==> src/rtl/alufu_q.sv <==
// Integer ALU functional unit with independent DEPTH-entry result queues toward
// the CDB and the ROB, each behind a daisy-chained wired-OR bus claim.
module alufu_q #(
  parameter int W     = 8,
  parameter int TAGW  = 4,
  parameter int WBSW  = 8,
  parameter int FLAGW = 8,
  parameter int DEPTH = 4
) (
  input  logic                clk,
  input  logic                rst,
  input  logic                input_transmit,
  input  logic [7:0]          operand,
  input  logic [1:0][W-1:0]   depvals,
  input  logic [WBSW-1:0]     wbs,
  input  logic [FLAGW-1:0]    flags,
  input  logic [TAGW-1:0]     robid,
  input  logic                cdb_transmit,
  output logic                cdb_transmit_out,
  output logic [TAGW-1:0]     cdb_id,
  output logic [W-1:0]        cdb_val,
  input  logic                rob_transmit,
  output logic                rob_transmit_out,
  output logic [TAGW-1:0]     robid_out,
  output logic [FLAGW-1:0]    flags_out,
  output logic [WBSW-1:0]     wbs_out,
  output logic [W-1:0]        value_out,
  output logic                busy,
  output logic                overflow
);

  localparam int SHW = $clog2(W);
  localparam int CW  = $clog2(DEPTH + 1);
  localparam int PW  = $clog2(DEPTH);

  logic [W-1:0]     a, b, result;
  logic [SHW-1:0]   sh;
  logic             big_shift;
  logic             unused_operand;

  assign a              = depvals[1];
  assign b              = depvals[0];
  assign sh             = b[SHW-1:0];
  assign big_shift      = |b[W-1:SHW];
  assign unused_operand = ^operand[3:0];

  always_comb begin
    result = '0;
    case (operand[7:4])
      4'h0: result = a + b;
      4'h1: result = a - b;
      4'h2: result = a & b;
      4'h3: result = a | b;
      4'h4: result = a ^ b;
      4'h5: result = ~(a | b);
      4'h6: result = ~(a & b);
      4'h7: result = ~(a ^ b);
      4'h8: result = big_shift ? '0 : a << sh;
      4'h9: result = big_shift ? '0 : a >> sh;
      4'hA: result = big_shift ? {W{a[W-1]}} : W'($signed(a) >>> sh);
      4'hB: result = {{(W-1){1'b0}}, $signed(a) < $signed(b)};
      4'hC: result = {{(W-1){1'b0}}, a < b};
      4'hD: result = a;
      4'hE: result = b;
      default: result = '0;
    endcase
  end

  function automatic logic [PW-1:0] ptr_inc(input logic [PW-1:0] p);
    return (p == PW'(DEPTH - 1)) ? '0 : p + 1'b1;
  endfunction

  logic [CW-1:0] cdb_cnt, rob_cnt;
  logic [PW-1:0] cdb_head, cdb_tail, rob_head, rob_tail;

  logic [W-1:0]     cdb_res_q [DEPTH];
  logic [TAGW-1:0]  cdb_tag_q [DEPTH];
  logic [W-1:0]     rob_res_q [DEPTH];
  logic [WBSW-1:0]  rob_wbs_q [DEPTH];
  logic [FLAGW-1:0] rob_flg_q [DEPTH];
  logic [TAGW-1:0]  rob_id_q  [DEPTH];

  logic issue_ok;
  logic cdb_empty, rob_empty, cdb_grant, rob_grant;
  logic cdb_push, cdb_pop, rob_push, rob_pop;

  // A dropped issue must not claim either bus or bypass onto it.
  assign busy      = (cdb_cnt == CW'(DEPTH)) | (rob_cnt == CW'(DEPTH));
  assign issue_ok  = input_transmit & ~busy;
  assign cdb_empty = (cdb_cnt == '0);
  assign rob_empty = (rob_cnt == '0);

  assign cdb_grant = (issue_ok | ~cdb_empty) & ~cdb_transmit;
  assign rob_grant = (issue_ok | ~rob_empty) & ~rob_transmit;

  assign cdb_transmit_out = cdb_transmit | issue_ok | ~cdb_empty;
  assign rob_transmit_out = rob_transmit | issue_ok | ~rob_empty;

  assign cdb_push = issue_ok & ~(cdb_empty & cdb_grant);
  assign cdb_pop  = cdb_grant & ~cdb_empty;
  assign rob_push = issue_ok & ~(rob_empty & rob_grant);
  assign rob_pop  = rob_grant & ~rob_empty;

  always_comb begin
    cdb_id    = '0;
    cdb_val   = '0;
    robid_out = '0;
    flags_out = '0;
    wbs_out   = '0;
    value_out = '0;
    if (cdb_grant) begin
      if (cdb_empty) begin
        cdb_id  = wbs[TAGW-1:0];
        cdb_val = result;
      end else begin
        cdb_id  = cdb_tag_q[cdb_head];
        cdb_val = cdb_res_q[cdb_head];
      end
    end
    if (rob_grant) begin
      if (rob_empty) begin
        robid_out = robid;
        flags_out = flags;
        wbs_out   = wbs;
        value_out = result;
      end else begin
        robid_out = rob_id_q[rob_head];
        flags_out = rob_flg_q[rob_head];
        wbs_out   = rob_wbs_q[rob_head];
        value_out = rob_res_q[rob_head];
      end
    end
  end

  // Entry storage carries no reset; a cleared count makes stale data unreachable.
  always_ff @(posedge clk) begin
    if (cdb_push) begin
      cdb_res_q[cdb_tail] <= result;
      cdb_tag_q[cdb_tail] <= wbs[TAGW-1:0];
    end
    if (rob_push) begin
      rob_res_q[rob_tail] <= result;
      rob_wbs_q[rob_tail] <= wbs;
      rob_flg_q[rob_tail] <= flags;
      rob_id_q[rob_tail]  <= robid;
    end
  end

  always_ff @(posedge clk or negedge rst) begin
    if (!rst) begin
      cdb_cnt  <= '0;
      cdb_head <= '0;
      cdb_tail <= '0;
      rob_cnt  <= '0;
      rob_head <= '0;
      rob_tail <= '0;
      overflow <= 1'b0;
    end else begin
      if (input_transmit & busy) overflow <= 1'b1;
      if (cdb_push) cdb_tail <= ptr_inc(cdb_tail);
      if (cdb_pop)  cdb_head <= ptr_inc(cdb_head);
      if (cdb_push & ~cdb_pop)      cdb_cnt <= cdb_cnt + 1'b1;
      else if (~cdb_push & cdb_pop) cdb_cnt <= cdb_cnt - 1'b1;
      if (rob_push) rob_tail <= ptr_inc(rob_tail);
      if (rob_pop)  rob_head <= ptr_inc(rob_head);
      if (rob_push & ~rob_pop)      rob_cnt <= rob_cnt + 1'b1;
      else if (~rob_push & rob_pop) rob_cnt <= rob_cnt - 1'b1;
    end
  end

endmodule

==> config.mk <==
export PLATFORM = sky130hd
export DESIGN_NAME = alufu_q
export DESIGN_NICKNAME = d
export VERILOG_FILES = /design/src/rtl/alufu_q.sv
export SDC_FILE = /design/constraint.sdc
export NUM_CORES = 1
export LEC_CHECK = 0
export CAP_MARGIN = 0
export CORE_ASPECT_RATIO = 0.9
export CORE_UTILIZATION = 62
export CTS_CLUSTER_SIZE = 10
export DETAILED_ROUTE_END_ITERATION = 10
export PLACE_DENSITY = 0.95
export SLEW_MARGIN = 20
export SYNTH_ARGS = -nofsm -noshare
export SYNTH_HDL_FRONTEND = slang
export SYNTH_SLANG_ARGS = --single-unit
==> constraint.sdc <==
create_clock -name clk -period 6.2 [get_ports clk]
set_clock_uncertainty 0.1 [all_clocks]
set_input_delay 1.24 -clock clk [delete_from_list [all_inputs] [get_ports clk]]
set_output_delay 1.24 -clock clk [all_outputs]
set_load 0.02 [all_outputs]
# After elaboration in Yosys (flattened, before gate mapping)
# Memories as Yosys holds them, arrays and structs flattened.
# Index checks and enable logic that the tools add are counted.
[totals] regBits=15 ram_bits=160 in_bits=49 output_inout_bits=44 n_memories=6
[op_classes] n_addsub=10 order_cmp=2 eq_ne=20 shift=3 n_mux=28 bitwise=38 reduce_logical=6
[mem_list] memory="cdb_res_q" depth=4 word_bits=8 read_ports=1 rd_ports_with_merged_regs=0 write_ports=1 line_no="76" source="logic [W-1:0] cdb_res_q [DEPTH];"
[mem_list] memory="rob_flg_q" depth=4 word_bits=8 read_ports=1 rd_ports_with_merged_regs=0 write_ports=1 line_no="80" source="logic [FLAGW-1:0] rob_flg_q [DEPTH];"
[mem_list] memory="rob_res_q" depth=4 word_bits=8 read_ports=1 rd_ports_with_merged_regs=0 write_ports=1 line_no="78" source="logic [W-1:0] rob_res_q [DEPTH];"
[mem_list] memory="rob_wbs_q" depth=4 word_bits=8 read_ports=1 rd_ports_with_merged_regs=0 write_ports=1 line_no="79" source="logic [WBSW-1:0] rob_wbs_q [DEPTH];"
[mem_list] memory="cdb_tag_q" depth=4 word_bits=4 read_ports=1 rd_ports_with_merged_regs=0 write_ports=1 line_no="77" source="logic [TAGW-1:0] cdb_tag_q [DEPTH];"
[mem_list] memory="rob_id_q" depth=4 word_bits=4 read_ports=1 rd_ports_with_merged_regs=0 write_ports=1 line_no="81" source="logic [TAGW-1:0] rob_id_q [DEPTH];"
[op_table] operator="$pmux W8 S15" count=1
[op_table] operator="$mux W8" count=11
[op_table] operator="$eq A4 B4 Y1 const B" count=7
[op_table] operator="$not A8 Y8" count=3
[op_table] operator="$eq A4 B3 Y1 const B" count=4
[op_table] operator="$lt A8 B8 Y1" count=2
[op_table] operator="$mux W4" count=4
[op_table] operator="$and A1 B1 Y1" count=14
[op_table] operator="$mux W3" count=4
[op_table] operator="$not A1 Y1" count=11
[op_table] operator="$add A2 B1 Y2 const B" count=4
[op_table] operator="$add A8 B8 Y8" count=1
[op_table] operator="$and A8 B8 Y8" count=1
[op_table] operator="$eq A2 B2 Y1 const B" count=4
[op_table] operator="$eq A4 B2 Y1 const B" count=2
[op_table] operator="$mux W2" count=4
[op_table] operator="$or A8 B8 Y8" count=1
[op_table] operator="$shl A8 B3 Y8" count=1
[op_table] operator="$shr A8 B3 Y8" count=1
[op_table] operator="$sshr A8 B3 Y8" count=1
[op_table] operator="$sub A8 B8 Y8" count=1
[op_table] operator="$xor A8 B8 Y8" count=1
[op_table] operator="$or A1 B1 Y1" count=7
[op_table] operator="$add A3 B1 Y3 const B" count=2
[op_table] operator="other kinds (8)" count=15

# Longest topological paths before layout
# Gate-level depths: netlist of run 1.
[depth] depth_word=13 depth_mapped=10

# Worst setup path before layout of run 1
# OpenSTA, ideal clock, no wires.
[synth_timing] path_kind="input-to-output" startpoint="input port depvals[14] (netlist name)" endpoint="output port cdb_val[0]" arrival_ns=3.323 required_time_ns=4.860 path_slack_ns=1.537 path_stages=9 n_path_buf=1 path_cell_list="clkbuf_1 > inv_1 > ha_1 > inv_1 > a21o_1 > or3b_2 > o32ai_1 > nor3_1 > o21ai_0"
[synth_between] elab_chain_len=5 word_cells_on_any_way=11
[synth_lines] item="start: declaration" line_no="14" source="input logic [1:0][W-1:0] depvals,"
[synth_lines] item="branches (longest 2 deep; another with $lt A8 B8 Y1)"
[synth_lines] item="$pmux W8 S15 *" line_no="49" source="case (operand[7:4])"
[synth_lines] item="$mux W8 *" line_no="112" source="if (cdb_empty) begin"
[synth_lines] item="$mux W8 *" line_no="111" source="if (cdb_grant) begin"
[synth_lines] item="end: declaration" line_no="21" source="output logic [W-1:0] cdb_val,"
# Mark *: on every way between the ends.

# Final worst setup path of run 1
[layout_timing] startpoint="input port depvals[4] (netlist name)" endpoint="output port cdb_val[0]"
[layout_between] elab_chain_len=5 word_cells_on_any_way=9
[layout_lines] item="branches (longest 2 deep; another with $lt A8 B8 Y1)"
[layout_lines] item="$pmux W8 S15 *" line_no="49"
[layout_lines] item="$mux W8 *" line_no="112"
[layout_lines] item="$mux W8 *" line_no="111"
# Marked as above.

==> flow_summary.json, run 1 <==
{
  "cts-buffers-inserted": 17,
  "drive_gt1_share_pct": 17.84,
  "post-dp-hpwl_um": 18510,
  "min_path_type": "reg2reg",
  "cp.required_ns": 4.86,
  "num_vias": 7273,
  "ys_ff_latch": 175,
  "max-cap-violations": 0,
  "endpoint_kind": "output port",
  "peakVddDrop_mv": 0.3610,
  "dr.pass1.iters": 6,
  "clockBufferDepth": 2,
  "hold_path_startpoint": "overflow$_DFFE_PN0P_",
  "grt_pass1_wl_um": 43460,
  "period_needed_ns": 6.092,
  "fillers": 871,
  "worstSkewPairLatency_ns": 0.43,
  "pin_count": 93,
  "r2r-end": "cdb_res_q[1][1]$_DFFE_PP_",
  "cp.arrival_ns": 4.75,
  "drt_iter0_markers": 1057,
  "hold-path-endpoint": "overflow$_DFFE_PN0P_",
  "gp_congestion": 0.9868,
  "grt_pass1_vias": 7310,
  "synth.net_count": 793,
  "drv_slew": 0,
  "ant_nets": 0,
  "r2r_slack_ns": 3.30,
  "max_freq_ghz": 0.1641,
  "relSlewSlack_pct": 32.73,
  "post_dp_cell_area_um2": 10830,
  "stdcell_area_um2": 11400,
  "wl_per_cell_um": 28.02,
  "postCtsSetupBuffers": 0,
  "tightest_slew_ns": 1.001,
  "hold_viol": 0,
  "antenna_found_initial": 0,
  "async_flop_share_pct": 8.571,
  "worstSetupStartpointType": "input pin",
  "portBuffers": 88,
  "wl_um": 28640,
  "die_height_um": 119.4,
  "timing.final.crit_share_pct": 98.26,
  "synth_flop_cell": "edfxtp_1",
  "setup_tns_ns": 0,
  "overflow": 0,
  "power_density_nw_per_um2": 398.4,
  "cts-resized-gates": 0,
  "yosysSeqAreaShare_pct": 54.57,
  "ff2ff_path_depth": 4,
  "netlist_instances": 703,
  "die_w_um": 132.4,
  "drc_errors": 0,
  "yosysWarnings": 0,
  "initial_core_util_pct": 64.05,
  "antenna_cells": 0,
  "yosysUniqueCellTypes": 65,
  "r2r-start": "rob_cnt[2]$_DFFE_PN0P_",
  "rsz0062_at_grt": "false",
  "power.leakage_nw": 4.145,
  "cts_root_buf": "clkbuf_16",
  "avgSynthCellArea_um2": 13.50,
  "grt_usage_pct": 38.23,
  "core_um2": 14820,
  "grt_max_degree": 40,
  "drt-vias-per-instance": 7.116,
  "numClockSinks": 175,
  "cts.hold.buffers_added": 0,
  "synth.cell_area_um2": 9492,
  "setup_violations": 0,
  "cts_tree": "built",
  "area_growth_pct": 20.12,
  "fp-row-count": 42,
  "synth-edff-count": 160,
  "fin_nets": 902,
  "htreeDepth": 4,
  "clkTransAtPathRegs_ns": 0.07,
  "status": "complete, no violations",
  "path_class": "in2out",
  "cp_max_fo": 9,
  "dieArea_um2": 15810,
  "holdPathStages": 1
}
-- cells in the final DEF (no fill, tap or decap), types with 6 or more instances in the layout --
master           synthesis  routed
ha_1                    37      37
xnor2_1                  6       6
inv_1                   34      34
edfxtp_1               160     160
a211oi_1                11      10
nor2_1                  26      25
nand2_1                 46      46
mux2_2                   8       8
clkdlybuf4s50_1          0      88
nand2b_1                12      12
a21oi_1                 20      20
mux2i_1                 15      15
o211ai_1                 6       6
and3_1                   7       7
and2_1                   8       8
buf_4                    0      49
dfrtp_1                 15      14
nand3_1                 12      12
a31oi_1                  6       6
mux4_2                  50      50
a22o_1                  25      25
o22ai_1                  7       7
a21o_1                  10      10
o21ai_0                 26      26
nor3_1                  16      16
clkbuf_16                0      17
-- per-stage QoR --
step | hold WS (ns) | util (%) | setup WS, ns | std cells | power [mW]
final | 0.3999 | 76.93 | 0.1079 | 1022 | 4.542
after global placement | 0.3386 | 73.08 | 0.3376 | 991 | 3.300
after floorplan | 0.3753 | - | 1.537 | 703 | 2.777
after detailed placement | 0.3774 | 73.08 | 0.2751 | 991 | 3.441
after CTS | 0.3926 | 76.92 | 0.2199 | 1022 | 4.520
after global routing | 0.4109 | 76.93 | 0.1091 | 1022 | 4.691
-- per-layer routing --
layer | part of all wire [%] | track usage (%) | routed length, um
met1 | 36 | 49.60 | 10440
met2 | 48 | 61.25 | 13810
met3 | 11 | 10.17 | 3077
met4 | 4.6 | 16.38 | 1308
met5 | 0 | 0 | 0
-- cells in the mapped netlist (all sizes together) (5+ instances only) --
cell / n / area, um2
a211oi: 11 / 82.58
a21o: 10 / 75.07
a21oi: 20 / 100.1
a221oi: 6 / 58.80
a22o: 25 / 219.0
a31oi: 6 / 37.54
and2: 8 / 50.05
and3: 7 / 43.79
buf: 16 / 66.31
clkbuf: 32 / 120.1
dfrtp: 15 / 375.4
edfxtp: 160 / 4805
ha: 37 / 462.9
inv: 34 / 127.6
mux2: 8 / 90.09
mux2i: 15 / 150.1
mux4: 50 / 1126
nand2: 46 / 172.7
nand2b: 12 / 75.07
nand3: 12 / 60.06
nor2: 26 / 97.59
nor2b: 5 / 31.28
nor3: 16 / 80.08
nor4: 5 / 31.28
o211ai: 6 / 45.04
o21ai: 28 / 140.1
o22ai: 7 / 43.79
xnor2: 6 / 52.55
-- kinds of logic after synthesis --
group           share of synthesized area, %
xor+xnor                              0.9227
flops                                  54.57
buf+inv                                3.348
compound gates                         12.29
mux                                    14.39
fa+ha+maj                              5.721
simple gates                           8.753
-- final cells by class --
| cell class | instances | area (um2) | share of cell area [%] |
|---|---|---|---|
| inverters | 35 | 131.4 | 1.152 |
| flip-flops and latches | 175 | 5184 | 45.47 |
| multi-input cells | 445 | 4001 | 35.10 |
| clock inverters | 14 | 142.6 | 1.251 |
| repair buffers | 138 | 1269 | 11.13 |
| well taps | 198 | 247.7 | 2.173 |
| clock buffers | 17 | 425.4 | 3.731 |
-- worst max-delay path: stages --
cell	delay, ns
clkdlybuf4s50_1	0.57
inv_1	0.12
ha_1	0.44
nor2_1	0.25
o21ai_0	0.17
a211oi_1	0.44
o32ai_1	0.17
nor3_1	0.46
o21ai_0	0.29
clkdlybuf4s50_1	0.60
-- state kept, by name (all words and copies together) (netlist names) --
| register | count |
|---|---|
| rob_flg_q | 32 |
| rob_wbs_q | 32 |
| cdb_head | 2 |
| cdb_cnt | 3 |
| rob_cnt | 3 |
| cdb_tail | 2 |
| cdb_res_q | 32 |
| rob_id_q | 16 |
| cdb_tag_q | 16 |
| rob_tail | 2 |
| overflow | 1 |
| rob_res_q | 32 |
| rob_head | 2 |
-- where the power goes --
group          switching (mW)  leakage (nW)  internal (mW)  total [mW]
combinational           0.902          2.23          0.780        1.68
clock                   0.501         0.273          0.533        1.03
sequential              0.230          1.64           1.60        1.83
-- worst max path at each step --
| stage | from | cells past startpoint | slack (ns) | endpoint |
|---|---|---|---|---|
| final | depvals[4] | 10 | 0.11 | cdb_val[0] |
| after global routing | depvals[9] | 11 | 0.11 | value_out[7] |
| after CTS | depvals[4] | 10 | 0.22 | cdb_val[0] |
| after detailed placement | depvals[4] | 10 | 0.28 | cdb_val[0] |
| after global placement | depvals[4] | 10 | 0.34 | cdb_val[0] |
| after floorplan | depvals[14] | 9 | 1.54 | cdb_val[0] |
Note: power is estimated with default switching activity, not from simulation.
==> run 2, diff against run 1 <==
--- a/config.mk
+++ b/config.mk
@@ -9,7 +9,6 @@
 export CORE_ASPECT_RATIO = 0.9
-export CORE_UTILIZATION = 62
+export CORE_UTILIZATION = 58
 export CTS_CLUSTER_SIZE = 10
 export DETAILED_ROUTE_END_ITERATION = 10
-export PLACE_DENSITY = 0.95
-export SLEW_MARGIN = 20
+export PLACE_DENSITY = 0.9
 export SYNTH_ARGS = -nofsm -noshare
==> constraint.sdc (replaced) <==
create_clock -name clk -period 6.5 [get_ports clk]
set_clock_uncertainty 0.1 [all_clocks]
set_input_delay 1.3 -clock clk [delete_from_list [all_inputs] [get_ports clk]]
set_output_delay 1.3 -clock clk [all_outputs]
set_load 0.1 [all_outputs]
==> run 2 against run 1 <==
  * Routed wire length fell by 7.2%
  * Setup slack improved by 0.25 ns
  * Sequential power fell by 5%
  * Combinational power rose by 40%
  * Design area barely moved
  * Register-to-register slack improved by 0.47 ns
  * Critical endpoint unchanged
  * Non-clock buffer count fell by 17
  * Power rose by 12%
  * Sequential cell count did not move
  * Largest power group is now combinational logic
  * Core utilization fell by 4.4 points
  * Hold slack got worse by 0.031 ns
  * Sequential share of layout area barely moved
==> flow_summary.json, run 2 (same netlist as run 1, synthesis figures left out) <==
{
  "status": "complete, no violations",
  "cp_max_fo": 6,
  "cts_tree": "built",
  "cp.required_ns": 5.10,
  "antenna_found_initial": 0,
  "fin_nets": 885,
  "overflow": 0,
  "cts-resized-gates": 0,
  "dr.pass1.iters": 5,
  "die_w_um": 136.8,
  "worstSkewPairLatency_ns": 0.43,
  "worstSetupStartpointType": "input pin",
  "grt_pass1_wl_um": 40130,
  "grt_max_degree": 32,
  "ant_nets": 0,
  "portBuffers": 88,
  "area_growth_pct": 20.04,
  "r2r_slack_ns": 3.77,
  "max-cap-violations": 0,
  "num_vias": 6973,
  "pin_count": 93,
  "grt_use_met1_pct": 46.21,
  "drt_iter0_markers": 928,
  "path_class": "in2out",
  "drt-vias-per-instance": 6.904,
  "dp_cells": 978,
  "clockBufferDepth": 2,
  "r2r-end": "cdb_res_q[2][7]$_DFFE_PP_",
  "period_needed_ns": 6.147,
  "startpoint": "depvals[8]",
  "cts.hold.buffers_added": 0,
  "hold_viol": 0,
  "wl_per_cell_um": 26.31,
  "drc_errors": 0,
  "initial_core_util_pct": 60.42,
  "die_height_um": 123.4,
  "antenna_cells": 0,
  "max_freq_ghz": 0.1627,
  "fin_cells": 1010,
  "post-dp-hpwl_um": 17540,
  "r2r-start": "rob_cnt[2]$_DFFE_PN0P_",
  "wl_um": 26570,
  "relSlewSlack_pct": 29.96,
  "clkTransAtPathRegs_ns": 0.07,
  "core_um2": 15710,
  "rsz0062_at_grt": "false",
  "power.leakage_nw": 4.186,
  "cts_root_buf": "clkbuf_16",
  "cts-buffers-inserted": 17,
  "fp-row-count": 43,
  "numClockSinks": 175,
  "grt_pass1_vias": 6826,
  "layout_common_cells": "edfxtp_1 (160), buf_4 (57), mux4_2 (50)",
  "setup_tns_ns": 0,
  "gp_congestion": 0.9529,
  "timing.final.crit_share_pct": 94.56,
  "setup_violations": 0,
  "ff2ff_path_depth": 4,
  "drv_slew": 0,
  "hold-path-endpoint": "overflow$_DFFE_PN0P_",
  "hold_path_startpoint": "overflow$_DFFE_PN0P_",
  "cp.arrival_ns": 4.75,
  "grt_usage_pct": 33.34,
  "postCtsSetupBuffers": 0,
  "peakVddDrop_mv": 0.4370,
  "holdPathStages": 1,
  "endpoint_kind": "output port",
  "mostFrequentLayoutCell": "edfxtp_1",
  "drive_gt1_share_pct": 21.16,
  "power_density_nw_per_um2": 447.2,
  "dieArea_um2": 16880,
  "grt.busiest_layer": "met2",
  "gr-usage-met2_pct": 52.92,
  "min_path_type": "reg2reg",
  "htreeDepth": 4,
  "use_met3_pct": 6.683,
  "tightest_slew_ns": 1.051
}
-- run 2: changes by cell type in the layout (fill, tap and decap cells not counted), sizes merged --
cell,before,now
clkinv,5,8
inv,42,40
clkdlybuf4s50,88,48
buf,50,73
-- run 2: how the worst max path moves through the flow --
stage                    to  depth (start not counted)  slack [ns]
2_1_floorplan    cdb_val[0]                          9        0.09
3_3_place_gp     cdb_val[0]                         13        0.57
3_5_place_dp     cdb_val[0]                         13        0.48
4_1_cts          cdb_val[0]                         13        0.47
5_1_grt        value_out[7]                         11        0.26
6_report         cdb_val[0]                         13        0.35
-- run 2: stage by stage --
step / worst slack, ns / util (%) / instance area, um2 / total power, mW / hold slack, ns
global route: 0.2562 / 72.52 / 11390 / 5.256 / 0.3993
detailed placement: 0.4800 / 68.72 / 10800 / 4.056 / 0.3597
finish: 0.3534 / 72.52 / 11390 / 5.096 / 0.3688
CTS: 0.4703 / 72.52 / 11390 / 5.093 / 0.3754
global placement: 0.5673 / 68.72 / 10800 / 3.944 / 0.3405
floorplan: 0.08913 / - / 9492 / 3.360 / 0.3753
-- run 2: critical path: stages --
cell and delay, ns:
clkdlybuf4s50_1 0.57, inv_1 0.18, ha_1 0.18, inv_1 0.07, fa_1 0.40, nor2b_1 0.18
o21ai_0 0.24, a211oi_1 0.15, o32ai_1 0.37, nor3_1 0.13, buf_4 0.17, o21ai_0 0.53
buf_12 0.26
-- run 2: area by class of cell --
type                            instances  area (um2)
Tap cell                              202       252.7
Clock buffer                           17       425.4
Timing Repair Buffer                  121        1229
Clock inverter                         15       172.7
Fill cell                            1005        4317
Sequential cell                       175        5181
Multi-Input combinational cell        445        4001
Inverter                               35       131.4
-- run 2: power breakdown --
part,internal [mW],switching [mW]
sequential,1.52,0.216
combinational,0.798,1.56
clock,0.517,0.485
-- run 2: routing by layer --
metal / part of all wire (%) / wire length [um]
met5: 0 / 0
met4: 2.4 / 642
met3: 9.7 / 2564
met2: 48 / 12780
met1: 40 / 10580
